===== src/rtl/func_scan_ctrl_if.sv =====
// Bundle between the scan sequencer, the test/config logic and the function datapath.
interface func_scan_ctrl_if #(
    parameter int unsigned IN_W = 4
);
    localparam int unsigned N = 1 << IN_W;

    logic            start;
    logic            abort;
    logic [N-1:0]    expected;
    logic [IN_W-1:0] fn_in;
    logic            fn_f;
    logic            busy;
    logic            done;
    logic [N-1:0]    table_q;
    logic [IN_W:0]   ones;
    logic            pass;

    // Test/config side plus the function unit's output.
    modport master (
        output start, abort, expected, fn_f,
        input  fn_in, busy, done, table_q, ones, pass
    );

    // Sequencer side.
    modport slave (
        input  start, abort, expected, fn_f,
        output fn_in, busy, done, table_q, ones, pass
    );
endinterface


===== src/rtl/func_scan_ctrl.sv =====
// Sweeps every input vector through a combinational function unit, records its truth table,
// counts minterms and compares the result against a golden table latched at start.
module func_scan_ctrl #(
    parameter int unsigned IN_W   = 4,
    parameter int unsigned SETTLE = 1
) (
    input logic            i_clk,
    input logic            i_rst,
    func_scan_ctrl_if.slave bus
);
    localparam int unsigned N     = 1 << IN_W;
    localparam int unsigned CNT_W = (SETTLE > 1) ? $clog2(SETTLE) : 1;

    typedef enum logic [1:0] {StIdle, StRun, StDone} state_e;

    state_e          r_state, w_state_d;
    logic [IN_W-1:0] r_fn_in, w_fn_in_d;
    logic [CNT_W-1:0] r_cnt, w_cnt_d;
    logic [N-1:0]    r_table, w_table_d;
    logic [IN_W:0]   r_ones, w_ones_d;
    logic [N-1:0]    r_exp, w_exp_d;
    logic            r_pass, w_pass_d;

    // Next-state logic: accept start, hold each vector SETTLE cycles, sample, finish or abort.
    always_comb begin
        w_state_d = r_state;
        w_fn_in_d = r_fn_in;
        w_cnt_d   = r_cnt;
        w_table_d = r_table;
        w_ones_d  = r_ones;
        w_exp_d   = r_exp;
        w_pass_d  = r_pass;
        case (r_state)
            StIdle: begin
                // abort in the same cycle suppresses the start
                if (bus.start && !bus.abort) begin
                    w_state_d = StRun;
                    w_table_d = '0;
                    w_ones_d  = '0;
                    w_exp_d   = bus.expected;
                    w_fn_in_d = '0;
                    w_cnt_d   = CNT_W'(SETTLE - 1);
                    w_pass_d  = 1'b0;
                end
            end
            StRun: begin
                if (bus.abort) begin
                    w_state_d = StIdle;
                    w_pass_d  = 1'b0;
                end else if (r_cnt != '0) begin
                    w_cnt_d = r_cnt - 1'b1;
                end else begin
                    w_table_d[r_fn_in] = bus.fn_f;
                    w_ones_d           = r_ones + {{IN_W{1'b0}}, bus.fn_f};
                    if (r_fn_in == IN_W'(N - 1)) begin
                        w_state_d = StDone;
                        // compare includes the sample taken this cycle
                        w_pass_d  = (w_table_d == r_exp);
                    end else begin
                        w_fn_in_d = r_fn_in + 1'b1;
                        w_cnt_d   = CNT_W'(SETTLE - 1);
                    end
                end
            end
            StDone: begin
                w_state_d = StIdle;
            end
            default: begin
                w_state_d = StIdle;
            end
        endcase
    end

    // State register with synchronous active-high reset.
    always_ff @(posedge i_clk) begin
        if (i_rst) begin
            r_state <= StIdle;
            r_fn_in <= '0;
            r_cnt   <= '0;
            r_table <= '0;
            r_ones  <= '0;
            r_exp   <= '0;
            r_pass  <= 1'b0;
        end else begin
            r_state <= w_state_d;
            r_fn_in <= w_fn_in_d;
            r_cnt   <= w_cnt_d;
            r_table <= w_table_d;
            r_ones  <= w_ones_d;
            r_exp   <= w_exp_d;
            r_pass  <= w_pass_d;
        end
    end

    assign bus.fn_in   = r_fn_in;
    assign bus.busy    = (r_state == StRun);
    assign bus.done    = (r_state == StDone);
    assign bus.table_q = r_table;
    assign bus.ones    = r_ones;
    assign bus.pass    = r_pass;
endmodule

===== src/flat_wrapper.sv =====
// flat-port wrapper written by rule: the top's interface ports become plain ports
module func_scan_ctrl_flat 
#(
    parameter int unsigned IN_W   = 4,
    parameter int unsigned SETTLE = 1
)
  (i_clk, i_rst, bus_start, bus_abort, bus_expected, bus_fn_f, bus_fn_in, bus_busy, bus_done, bus_table_q, bus_ones, bus_pass);
  func_scan_ctrl_if #(.IN_W(IN_W)) bus_i ();
  input logic i_clk;
  input logic i_rst;
  input wire logic [$bits(bus_i.start)-1:0] bus_start;
  input wire logic [$bits(bus_i.abort)-1:0] bus_abort;
  input wire logic [$bits(bus_i.expected)-1:0] bus_expected;
  input wire logic [$bits(bus_i.fn_f)-1:0] bus_fn_f;
  output wire logic [$bits(bus_i.fn_in)-1:0] bus_fn_in;
  output wire logic [$bits(bus_i.busy)-1:0] bus_busy;
  output wire logic [$bits(bus_i.done)-1:0] bus_done;
  output wire logic [$bits(bus_i.table_q)-1:0] bus_table_q;
  output wire logic [$bits(bus_i.ones)-1:0] bus_ones;
  output wire logic [$bits(bus_i.pass)-1:0] bus_pass;
  assign bus_i.start = bus_start;
  assign bus_i.abort = bus_abort;
  assign bus_i.expected = bus_expected;
  assign bus_i.fn_f = bus_fn_f;
  assign bus_fn_in = bus_i.fn_in;
  assign bus_busy = bus_i.busy;
  assign bus_done = bus_i.done;
  assign bus_table_q = bus_i.table_q;
  assign bus_ones = bus_i.ones;
  assign bus_pass = bus_i.pass;
  func_scan_ctrl #(.IN_W(IN_W), .SETTLE(SETTLE)) u_core (.i_clk(i_clk), .i_rst(i_rst), .bus(bus_i));
endmodule

===== config.mk =====
export PLATFORM = sky130hd
export DESIGN_NAME = func_scan_ctrl_flat
export DESIGN_NICKNAME = d
export VERILOG_FILES = /design/src/rtl/func_scan_ctrl_if.sv /design/src/rtl/func_scan_ctrl.sv /design/src/flat_wrapper.sv
export SDC_FILE = /design/constraint.sdc
export NUM_CORES = 1
export LEC_CHECK = 0
export CORE_UTILIZATION = 50
export DETAILED_ROUTE_END_ITERATION = 10
export GPL_ROUTABILITY_DRIVEN = 0
export PLACE_DENSITY = 0.86
export RECOVER_POWER = 50
export SKIP_CTS_REPAIR_TIMING = 1
export SLEW_MARGIN = 20
export SYNTH_ARGS = -nofsm -noshare
export SYNTH_HDL_FRONTEND = slang
export SYNTH_SLANG_ARGS = --single-unit

===== constraint.sdc =====
create_clock -name i_clk -period 5.1 [get_ports i_clk]
set_clock_uncertainty 0.05 [all_clocks]
set_input_delay 1.02 -clock i_clk [delete_from_list [all_inputs] [get_ports i_clk]]
set_output_delay 1.02 -clock i_clk [all_outputs]
set_load 0.005 [all_outputs]

==> summary.txt <==
Vias per inst: 5.84
Iteration-0 DRC count of the detailed router: 301
Syn_area_per_cell: 8.08 um^2
R2r setup slk: 2.24 ns
Lkg Pwr: 1.17 nW
Ranking of synthesized cells by area: dfxtp_1 (35%), nand2_1 (5.9%), a21oi_1 (5.4%), mux2i_1 (4.4%), nor2_1 (4.1%)
YS warnings: 0
Top cell type's share of synthesized area: 35.4%
Vias in the first global route: 2108
Largest net degree at the start of global routing: 41
Pint: 0.529 mW
Post-Synthesis Cells: 308
Worst reg2reg path depth: 5
DRT Wirelength: 6.18 mm
Comb power frac: 10.4%
Sw power: 0.169 mW
R2R Path End: u_core.bus.pass
CTS root buf: clkbuf_8
Status: finished, final reports clean
Worst-path fanout max: 19
Async S/R FF share, synth: 0%
Global-route wire length before repair: 10.2 mm
Die Height: 72.6 um
Setup_tns: 0 ns
Least-Margin Pin Slew: 1.10 ns
Sequential area share after synthesis: 35.4%
TritonCTS clock tree: done
Hold Path Class: reg2reg
Kind of critical path: in2reg
Num Clock Sinks: 44
Share of layout cells above drive strength 1: 4.09%
Crit path from: bus_abort
Routed len/inst: 15.1 um
Peak supply drop: 136 uV
Final antenna-violating net count: 0
Maximum clock insertion buffer count: 2
Worst setup margin: 1.62 ns
Crit end category: flip-flop
Remaining global-route overflow: 0
Antenna violations before repair: 0
Pwr/cell area: 228 nW/um^2
Final count of hold timing violations: 0
Via Count: 2389
Boundary pin count: 49
Tmin final: 3.48 ns
Post-Synthesis Net Count: 337
FILL cells: 420
Final HPWL DP: 4.26 mm
Fin nets: 370
FF+latch count, synth: 44
Worst-Skew Late Latency: 0.31 ns
Max_cap viols: 0
Worst Path Arrival: 3.65 ns
Post-synth EDFFs: 0
Relative slew slack: 26.5%
Yosys top cell by area: dfxtp_1
Total power draw: 0.699 mW
Htree depth: 2
Ys flop type: dfxtp_1
Synthesized area: 2490 um^2
RSZ-0062 raised after global routing: false
Total CTS buffers: 5
Reg power frac: 51.4%
Dpl ws: 1.44 ns
Full die area: 5260 um^2
DRC Markers: 0
Maximum clock rate: 288 MHz
Starting Density: 52.3%
Diodes inserted: 0
WP data required: 5.27 ns
Worst-path clk slew: 0.09 ns
Critical R2R Launch: u_core.bus.fn_in[2]
Sw Ratio: 24.2%
Cell Rows: 25
Post-synthesis cell type count: 47
# setup viols final: 0
Clock Power Share: 38.2%
PortBufs: 48
Drt pass-1 iters: 4
Core area: 4750 um^2
Total GRT Usage: 24.7%
Die Wd: 72.6 um
Final max-slew violation count: 0
Area grow syn2layout: 23.4%
Critical path capture point: u_core.bus.pass
Critical Path Start Type: input port
Fin crit share: 68.2%
[power groups by stage]
| stage | combinational, mW | clock (mW) | sequential (mW) |
|---|---|---|---|
| after floorplan | 0.0434 | 0 | 0.364 |
| after global placement | 0.0702 | 0 | 0.367 |
| after detailed placement | 0.0717 | 0 | 0.367 |
| after CTS | 0.0724 | 0.268 | 0.359 |
| after global routing | 0.0812 | 0.282 | 0.360 |
| final | 0.0726 | 0.267 | 0.359 |
[worst min-delay path by stage]
stage,slack [ns],endpoint,cells past startpoint,from
after floorplan,0.40,u_core.r_exp[10],2,u_core.r_exp[10]
after global placement,0.42,u_core.r_exp[10],2,u_core.r_exp[10]
after detailed placement,0.42,u_core.r_exp[10],2,u_core.r_exp[10]
after CTS,0.43,u_core.r_exp[10],2,u_core.r_exp[10]
after global routing,0.47,u_core.r_exp[10],2,u_core.r_exp[10]
final,0.43,u_core.r_exp[10],2,u_core.r_exp[10]
[registers in the layout, summed over array words and instances (netlist names)]
name	cells
u_core.r_exp	16
u_core.bus.pass	1
u_core.bus.ones	5
u_core.bus.fn_in	4
u_core.r_state	2
u_core.bus.table_q	16
[critical path, cell delays in order]
cell           delay [ns]
dlygate4sd3_1        0.58
or3b_1               0.68
nor3_4               0.26
or4b_1               0.44
or4_1                0.41
o31ai_1              0.26
[through the flow]
step / hold WS (ns) / area [um^2] / instances / util, %
6_report: 0.431 / 3070 / 409 / 64.6
3_3_place_gp: 0.418 / 2960 / 401 / 62.3
2_1_floorplan: 0.398 / 2490 / 308 / -
3_5_place_dp: 0.420 / 2960 / 401 / 62.3
5_1_grt: 0.472 / 3070 / 409 / 64.6
4_1_cts: 0.432 / 3070 / 409 / 64.6
[synthesized netlist by cell type, types with 5 or more instances]
cell type,count
a21oi_1,27
a22oi_1,13
and3b_1,6
clkbuf_1,18
dfxtp_1,44
ha_1,8
inv_1,9
mux2i_1,11
nand2_1,39
nand2b_1,5
nand4_1,6
nor2_1,27
nor2b_1,5
o211ai_1,5
o21ai_0,19
o32ai_1,5
xor2_1,7
[kinds of logic (layout without fill, tap and decap cells)]
logic type	count (synthesis)	in the layout	share of synthesized area [%]
simple gates	121	121	26.4
compound gates	82	82	20.8
flops	44	44	35.4
buf+inv	33	67	5.83
mux	11	11	4.42
xor+xnor	9	9	3.17
fa+ha+maj	8	8	4.02
[cells in the final DEF (no fill, tap or decap), types with 2 or more instances in the layout]
cell type        count
and3_1               4
or3_1                2
o211ai_1             5
clkdlybuf4s50_1     23
nand4bb_1            2
nand4_1              6
xnor2_1              2
o32ai_1              5
o2bb2ai_1            3
nor3b_1              4
nand3b_1             4
nand2_1             39
xor2_1               7
o2111ai_1            3
dfxtp_1             44
or4_1                3
a22oi_1             13
dlygate4sd3_1       25
buf_4                2
and3b_1              6
o21ai_0             19
nand3_1              4
nand2b_1             5
nor2_1              27
inv_1                9
mux2i_1             11
clkbuf_8             5
nor2b_1              5
a21oi_1             27
ha_1                 8
[final cells by class]
cell class,instances,area (um^2),area share [%]
clock buffer,6,72.6,2.36
clock inverter,2,35.0,1.14
inverter,9,33.8,1.10
multi-input combinational,231,1470,47.8
sequential,44,881,28.7
tap,67,83.8,2.73
timing repair buffer,50,495,16.1
[layer usage]
layer / global-route usage [%] / vias up / share of wire (%)
met5: 0 / - / 0
met4: 9.80 / 0 / 2.4
met3: 4.72 / 15 / 6.8
met2: 38.5 / 122 / 45
met1: 33.8 / 1088 / 46
li1: - / 1164 / -
No activity file was read; power rests on OpenSTA's default activity.
